--- config.mk ---
export PLATFORM = sky130hd
export DESIGN_NAME = dcache_ctrl
export DESIGN_NICKNAME = d
export VERILOG_FILES = /design/src/rtl/dcache_ctrl.sv
export SDC_FILE = /design/constraint.sdc
export NUM_CORES = 1
export LEC_CHECK = 0
export ABC_AREA = 1
export CAP_MARGIN = 0
export CORE_MARGIN = 10
export CORE_UTILIZATION = 64
export DETAILED_ROUTE_END_ITERATION = 10
export PLACE_DENSITY = 0.85
export SYNTH_ARGS = -nofsm -noshare
export SYNTH_HDL_FRONTEND = slang
export SYNTH_SLANG_ARGS = --single-unit
--- constraint.sdc ---
create_clock -name CLOCK -period 7.8 [get_ports CLOCK]
set_input_delay 1.56 -clock CLOCK [delete_from_list [all_inputs] [get_ports CLOCK]]
set_output_delay 1.56 -clock CLOCK [all_outputs]
set_load 0.05 [all_outputs]
--- src/rtl/dcache_ctrl.sv ---
// Direct-mapped write-back data cache: 8 blocks x 4 bytes, 8-bit byte address.
// Hits are served combinationally in IDLE; misses run WRITEBACK/FETCH/ALLOCATE.
module dcache_ctrl (
  input  logic        CLOCK,
  input  logic        RESET,
  input  logic        read,
  input  logic        write,
  input  logic [7:0]  address,
  input  logic [7:0]  writedata,
  output logic [7:0]  readdata,
  output logic        busywait,
  output logic        mem_read,
  output logic        mem_write,
  output logic [5:0]  mem_address,
  output logic [31:0] mem_writedata,
  input  logic [31:0] mem_readdata,
  input  logic        mem_busywait
);

  typedef enum logic [1:0] {IDLE, WRITEBACK, FETCH, ALLOCATE} state_t;
  state_t state, nstate;

  logic [7:0][31:0] data_q;
  logic [7:0][2:0]  tag_q;
  logic [7:0]       valid_q, dirty_q;
  logic [31:0]      fill_q;

  logic [2:0] tag_in, idx;
  logic [1:0] off;
  logic       req, hit, wr_hit;

  assign tag_in = address[7:5];
  assign idx    = address[4:2];
  assign off    = address[1:0];
  assign req    = read | write;
  assign hit    = valid_q[idx] & (tag_q[idx] == tag_in);
  assign wr_hit = (state == IDLE) & write & hit;

  always_comb begin
    nstate = state;
    case (state)
      IDLE:      if (req && !hit) nstate = dirty_q[idx] ? WRITEBACK : FETCH;
      WRITEBACK: if (!mem_busywait) nstate = FETCH;
      FETCH:     if (!mem_busywait) nstate = ALLOCATE;
      ALLOCATE:  nstate = IDLE;
      default:   nstate = IDLE;
    endcase
  end

  always_comb begin
    readdata      = 8'h00;
    busywait      = req & ~((state == IDLE) & hit);
    mem_address   = 6'h00;
    mem_writedata = 32'h0;
    if (read) readdata = data_q[idx][{off, 3'b000} +: 8];
    case (state)
      WRITEBACK: begin
        mem_address   = {tag_q[idx], idx};
        mem_writedata = data_q[idx];
      end
      FETCH:   mem_address = address[7:2];
      default: ;
    endcase
  end

  // Control state; memory strobes are registered off nstate so they stay Moore.
  always_ff @(posedge CLOCK) begin
    if (RESET) begin
      state     <= IDLE;
      valid_q   <= '0;
      dirty_q   <= '0;
      mem_read  <= 1'b0;
      mem_write <= 1'b0;
    end else begin
      state     <= nstate;
      mem_read  <= (nstate == FETCH);
      mem_write <= (nstate == WRITEBACK);
      if (state == ALLOCATE) begin
        valid_q[idx] <= 1'b1;
        dirty_q[idx] <= 1'b0;
      end
      if (wr_hit) dirty_q[idx] <= 1'b1;
    end
  end

  // Data and tag arrays need no reset: valid=0 hides stale contents.
  always_ff @(posedge CLOCK) begin
    if (state == FETCH && !mem_busywait) fill_q <= mem_readdata;
    if (state == ALLOCATE) begin
      data_q[idx] <= fill_q;
      tag_q[idx]  <= tag_in;
    end
    if (wr_hit) data_q[idx][{off, 3'b000} +: 8] <= writedata;
  end

endmodule

[Word level (Yosys, flattened, before mapping)]
Index checks and enable logic that the tools add are counted.
W data, S select, Z words.
Operators by class
  add/sub/neg operators: 1
  magnitude comparators: 2
  equal/unequal tests: 6
  shifts and indexed selects: 3
  mux-type cells: 32
  bitwise operators: 11
  reductions and logical operators: 6
Operators by type and width (count)
  $bwmux W256: 2
  $mux W256: 2
  $demux W32 S3: 2
  $mux W32: 4
  $bmux W32 S3: 1
  $mux W8: 4
  $shift A8 B7 Y32 const A: 1
  $shiftx A32 B6 Y8: 1
  $shiftx A8 B7 Y32: 1
  $bwmux W24: 1
  $or A8 B8 Y8: 2
  $pmux W6 S2: 1
  $bmux W3 S3: 1
  $demux W3 S3: 1
  $and A8 B8 Y8: 1
  $mux W2: 4
  $not A8 Y8: 1
  $pmux W2 S4: 1
  $neg A5 Y7: 1
  $bmux W1 S3: 2
  $eq A2 B2 Y1 const B: 3
  $mux W3: 2
  $and A1 B1 Y1: 5
  $eq A2 B1 Y1 const B: 2
  10 further kinds: 15
Word-level totals
  bits in registers: 332
  input bits: 53
  output and inout bits: 49
  word-level logic and storage cells: 83

[Longest topological paths before layout]
Gate-level depths: netlist of run 1.
  depth after elaboration: 10
  mapped depth: 18
  mapped depth without buffers: 17

[Worst setup path after synthesis of run 1]
No wires, ideal clock.
  kind: input-to-output
  start: in address[2]
  end: out readdata[2]
  data arrival time: 3795 ps
  required time: 6240 ps
  setup slack: 2445 ps
  stages: 12
  cells stage by stage: buf_4 > buf_2 > nand3_1 > clkbuf_1 > inv_1 > clkbuf_1 > a22oi_1 > o2111ai_1 > inv_1 > nand2_1 > nand3_1 > a21oi_1
On the way
  longest elaborated chain between the ends: 4
Ends and longest elaborated chain
  start: declaration: line 8  | input logic [7:0] address,
  $bmux W32 S3: line 55  | if (read) readdata = data_q[idx][{off, 3'b000} +: 8];
  $mux W32 (not written as such): line 55
  $shiftx A32 B6 Y8: line 55
  $mux W8: line 55
  end: declaration: line 10  | output logic [7:0] readdata,
Every way passes these cells. The select of a mux whose other input is x is not followed.

[Worst setup path in the final report of run 1]
  start: in address[2]
  end: out readdata[4]
Same word-level chain as after synthesis.

==> out/qor.csv, run 1 <==
metric;value;unit
CP max FO;19;
Layout Skew;0.02315;ns
placed cell areas;17080;sq um
Fmax;142.9;MHz
Area Overhead vs Synth;14.44;%
Layout Utilization;74.59;%
PostCTS Resize Cnt;0;
Chip Width;177.6;um
Final Max Tran Viols;0;
initial antenna violation count;0;
std cell rows;57;
DRC viols;0;
Antenna diodes;0;
Worst EP required;6.24;ns
Antenna Violating Nets Remaining;0;
Cell Area, Synth;15900;sq um
cells on worst reg2reg path;14;
Peak VDD IR;0.2091;mV
post-DR vias/cell;6.309;
vias in the first global route;14749;
final setup margin;0.8028;ns
met2 Use GR;51.64;%
Initial Util;65.18;%
WHS Path Cells;2;
grt peak-use layer;met2;
CTS buffer count;36;
largest net degree at the start of global routing;46;
Worst Hold Class;flop to flop;
die footprint;31540;sq um
most frequent cells in the layout;555 x nand2_1, 415 x o21ai_0, 276 x dfxtp_1;
Clk pin slew, worst setup/hold paths;0.06;ns
CTS Hold Bufs;0;
Max-slew headroom;7.913;%
TNS Setup;0;ns
CTS Sinks;332;
Detailed Route WL;54570;um
syn_nets;2180;
Worst setup EP type;output port;
Synth cell types;35;
grt ovf;0;
nature of the critical path startpoint;input port;
IO Pins;102;
met1 Usage GRT;42.26;%
Die Y;177.6;um
yosys warns;0;
commonest non-fill, non-tap cell in the layout;nand2_1;
crit path DAT;5.44;ns
port buffer count;101;
clk root buf;clkbuf_16;
hpwl dp;34480;um
postcts setup bufs;0;
total number of vias;15929;
register area share after synthesis;45.33;%
critical path type;input port to output port;
Tcrit/Tclk final;89.71;%
CTS tree;yes;
Hold Violations, Final;0;
Max H-tree Level;2;
Starting DRT DRC Count;2777;
total iterations of the first detailed-routing run;11;
crit path time final;6.997;ns
Tot Pwr;0.004783;W
Yosys reg bits;332;
status;complete, no violations;
# Max-Cap Violations;0;
Worst Tran Pin Value;1.371;ns
Final Instance Area;18190;sq um
clock latency on the worst-skew pair;0.54;ns
layout cells sized above 1;4.998;%
WL per Instance;21.61;um
Setup WS pre-CTS;1.047;ns
met3 usage;8.139;%
core footprint;24390;sq um
routability cong.;0.9641;
Avg Cell Area, Syn;7.510;sq um
Post-Synthesis Cells;2117;
RSZ-0062 raised after global routing;false;
endpoints failing setup;0;
Power Dens Cells;262.9;nW/um^2
first-pass GRT wire length;83010;um
P_leak;7.450;nW
# nets final;2240;
CTS max path bufs;3;
global-route usage over all layers;33.52;%
## routing by layer
metal	share of wire [%]	up-vias	wire (um)
met3	15	290	8268
met2	43	1266	23460
li1	-	7165	-
met5	0	-	0
met4	6.6	0	3591
met1	35	7208	19260
## cell usage after synthesis, drive strengths merged
cell type  count  area (sq um)
a211oi         2         15.01
clkinv         6         22.52
o2111ai        5         43.79
nor3          20         100.1
nand3         32         175.2
a221oi        37         324.1
mux2i        111          1111
edfxtp        56          1682
dfxtp        276          5525
o21bai         2         15.01
nor2         125         491.7
nand4          6         37.54
o21a           3         22.52
clkbuf        59         221.5
ha            10         125.1
a31oi          3         18.77
or2            2         12.51
nand2        556          2090
a21oi         30         150.1
o21ai        415          2077
a22o           1         8.760
buf           48         241.5
nand3b         1         7.510
o22ai         64         400.4
inv          233         874.6
a22oi          8         60.06
o211ai         6         45.04
## layout make-up
cell class                 instances  area (sq um)
timing repair buffer             129          1214
multi-input combinational       1439          7358
fill                            1826          6197
clock inverter                    14         105.1
inverter                         239         897.1
clock buffer                      48          1007
sequential                       332          7207
tap                              324         405.4
## per-stage QoR
step | hold slack [ns] | instances
floorplan | 0.4363 | 2117
CTS | 0.4660 | 2525
finish | 0.4665 | 2525
global route | 0.4829 | 2525
global placement | 0.4511 | 2463
detailed placement | 0.4570 | 2463
## cells by family (layout without fill, tap and decap cells)
| logic type | after synthesis | in the layout | synth area share (%) |
|---|---|---|---|
| AND/OR/NAND/NOR | 742 | 742 | 18.33 |
| AO/OA/AOI/OAI | 576 | 576 | 20.01 |
| adder cells (fa/ha/maj) | 10 | 10 | 0.7870 |
| flip-flops | 332 | 332 | 45.33 |
| multiplexers | 111 | 111 | 6.989 |
| buffers and inverters | 346 | 430 | 8.555 |
## worst max-delay path: stages
cell and delay (ns):
clkdlybuf4s50_1 0.87, inv_2 0.28, nand3_2 0.11, buf_4 0.35, clkinv_1 0.44, buf_4 0.34, a22oi_1 0.20, o2111ai_1 0.21
o211ai_1 0.68, a21oi_1 0.15, buf_4 0.22
## where the power goes
part | switching, W | internal (W)
clock | 0.000696 | 0.000941
combinational | 0.000579 | 0.000346
sequential | 0.000149 | 0.00207
total | 0.00142 | 0.00336
## sequential cells by signal, indices dropped and copies added, names as in the netlist
| register | count |
|---|---|
| data_q | 256 |
| dirty_q | 8 |
| fill_q | 32 |
| mem_read | 1 |
| mem_write | 1 |
| state | 2 |
| tag_q | 24 |
| valid_q | 8 |
## final timing paths
kind,startpoint,end,slack (ns)
setup / recovery,address[2],readdata[4],0.80
setup reg to reg,tag_q[10],data_q[180],4.72
hold / removal,dirty_q[5],dirty_q[5],0.47
hold reg to reg,dirty_q[5],dirty_q[5],0.47
(Power assumes the default switching activity.)
==> run 2, diff against run 1 <==
--- a/config.mk
+++ b/config.mk
@@ -8,9 +8,9 @@
 export ABC_AREA = 1
 export CAP_MARGIN = 0
 export CORE_MARGIN = 10
-export CORE_UTILIZATION = 64
+export CORE_UTILIZATION = 54
 export DETAILED_ROUTE_END_ITERATION = 10
-export PLACE_DENSITY = 0.85
+export PLACE_DENSITY = 0.77
 export SYNTH_ARGS = -nofsm -noshare
 export SYNTH_HDL_FRONTEND = slang
 export SYNTH_SLANG_ARGS = --single-unit
==> constraint.sdc (replaced) <==
create_clock -name CLOCK -period 6.1 [get_ports CLOCK]
set_input_delay 1.22 -clock CLOCK [delete_from_list [all_inputs] [get_ports CLOCK]]
set_output_delay 1.22 -clock CLOCK [all_outputs]
set_load 0.05 [all_outputs]
==> out/qor.csv, run 2 (same netlist as run 1, synthesis figures left out) <==
metric;value;unit;change
status;complete, no violations;;
total iterations of the first detailed-routing run;8;;-3
Power Dens Cells;327.2;nW/um^2;+24%
first-pass GRT wire length;84240;um;+1.5%
initial antenna violation count;0;;unchanged
Max-slew headroom;8.651;%;+0.74 points
CTS Sinks;332;;unchanged
Detailed Route WL;55920;um;+2.5%
largest net degree at the start of global routing;39;;-15%
WL per Instance;21.32;um;-1.4%
global-route usage over all layers;29.39;%;-4.1 points
crit path time final;5.540;ns;
Slowest-stage cell, CP;clkdlybuf4s50_1;;
Largest register FFs;256;;unchanged
layout cells sized above 1;7.995;%;+3.0 points
clock latency on the worst-skew pair;0.52;ns;-0.02 ns
Layout Utilization;65.46;%;-9.1 points
Max H-tree Level;2;;unchanged
CP max stage delay;0.74;ns;-0.13 ns
grt ovf;0;;unchanged
Worst setup EP type;output port;;
most flop-heavy register;data_q;;
Worst EP required;4.88;ns;-1.36 ns
biggest regs;data_q x256, fill_q x32, tag_q x24;;
crit path DAT;4.32;ns;-1.12 ns
Area Overhead vs Synth;18.82;%;
Hold Violations, Final;0;;unchanged
Final Max Tran Viols;0;;unchanged
Initial Util;55.09;%;-10 points
Chip Width;191.6;um;+7.9%
# nets final;2277;;+1.7%
critical path type;input port to output port;;
nature of the critical path startpoint;input port;;
PostCTS Resize Cnt;0;;unchanged
clk root buf;clkbuf_16;;
Die Y;191.6;um;+7.9%
Antenna diodes;0;;unchanged
hpwl dp;36500;um;+5.9%
critical path cell sequence;clkdlybuf4s50_1 -> inv_1 -> nand3_2 -> clkinv_1 -> a22oi_1 -> nand4_1 -> o21ai_0 -> o21bai_1 -> a21oi_1 -> buf_4;;
core footprint;28860;sq um;+18%
most frequent cells in the layout;555 x nand2_1, 415 x o21ai_0, 276 x dfxtp_1;;
DRC viols;0;;unchanged
Tcrit/Tclk final;90.82;%;
# Max-Cap Violations;0;;unchanged
std cell rows;62;;+8.8%
RSZ-0062 raised after global routing;false;;
port buffer count;101;;unchanged
Antenna Violating Nets Remaining;0;;unchanged
Clk pin slew, worst setup/hold paths;0.06;ns;about the same
CTS max path bufs;3;;unchanged
die footprint;36700;sq um;+16%
CTS Hold Bufs;0;;unchanged
Starting DRT DRC Count;2172;;-22%
routability cong.;1.005;;+4.3%
DP Cell Count;2559;;+3.9%
Non-Filler Instances;2623;;+3.9%
Fmax;180.5;MHz;
Worst Tran Pin Value;1.360;ns;-0.01098 ns
CP max FO;13;;-6
P_leak;7.819;nW;+4.9%
CTS tree;yes;;
total number of vias;15664;;-1.7%
CTS buffer count;37;;+2.8%
post-DR vias/cell;5.972;;-5.3%
Peak VDD IR;0.2532;mV;+21%
commonest non-fill, non-tap cell in the layout;nand2_1;;
vias in the first global route;14594;;-1.1%
endpoints failing setup;0;;unchanged
Worst Hold Class;flop to flop;;
IO Pins;102;;unchanged
delay-heaviest family, CP;buffers and inverters;;
Layout Skew;0.02101;ns;-0.002140 ns
worst path bufs/invs;4;;-2
postcts setup bufs;0;;unchanged
TNS Setup;0;ns;unchanged
[run 2: changes by cell type in the layout (fill, tap and decap cells not counted)]
cell | before | now
clkinv_2 | 3 | 2
clkinvlp_4 | 2 | 1
clkdlybuf4s50_1 | 93 | 59
clkinv_1 | 11 | 10
buf_4 | 35 | 72
clkbuf_8 | 4 | 7
clkbuf_1 | 7 | 11
buf_12 | 1 | 34
inv_6 | 2 | 0
[run 2: path summary, 6_finish.rpt]
path                    from          end  slack (ns)  depth (start not counted)
setup / recovery  address[3]  readdata[0]        0.56                         10
hold reg to reg   dirty_q[5]   dirty_q[5]        0.47                          2
setup reg to reg   tag_q[15]   data_q[60]        3.13                         12
hold / removal    dirty_q[5]   dirty_q[5]        0.47                          2
[run 2: layout make-up]
type / instances / area [sq um]
clock inverters: 9 / 71.32
flip-flops and latches: 332 / 7207
fillers: 2516 / 9968
multi-input cells: 1439 / 7358
inverters: 239 / 897.1
clock buffers: 55 / 1064
well taps: 384 / 480.5
repair buffers: 165 / 1812
[run 2: tightest hold or removal path, delay by kind of cell, from the launching register on]
kind               cells  cell delay [ns]
AOI/OAI and AO/OA      1             0.05
DFF                    1             0.31
and+or+nand+nor        1             0.06
[run 2: metal layers]
metal | vias up | global-route usage [%] | share of wire [%]
li1 | 7239 | - | -
met2 | 1043 | 46.70 | 44
met5 | - | 0 | 0
met3 | 209 | 6.275 | 12
met4 | 0 | 13.97 | 5.2
met1 | 7173 | 37.51 | 39
[run 2: where the power goes]
part	internal (W)	switching [W]
Sequential	0.00265	0.000181
Combinational	0.000470	0.000746
Clock	0.00124	0.000890
Total	0.00436	0.00182
[run 2: stage by stage]
stage               setup WS, ns  cell area [sq um]  power (W)  hold slack, ns
floorplan                  1.425              15900   0.003646          0.4363
global placement          0.7815              17750   0.003988          0.4511
detailed placement        0.7393              17750   0.004041          0.4575
CTS                       0.7033              18890   0.006156          0.4667
global route              0.4808              18890   0.006456          0.4859
finish                    0.5603              18890   0.006181          0.4692
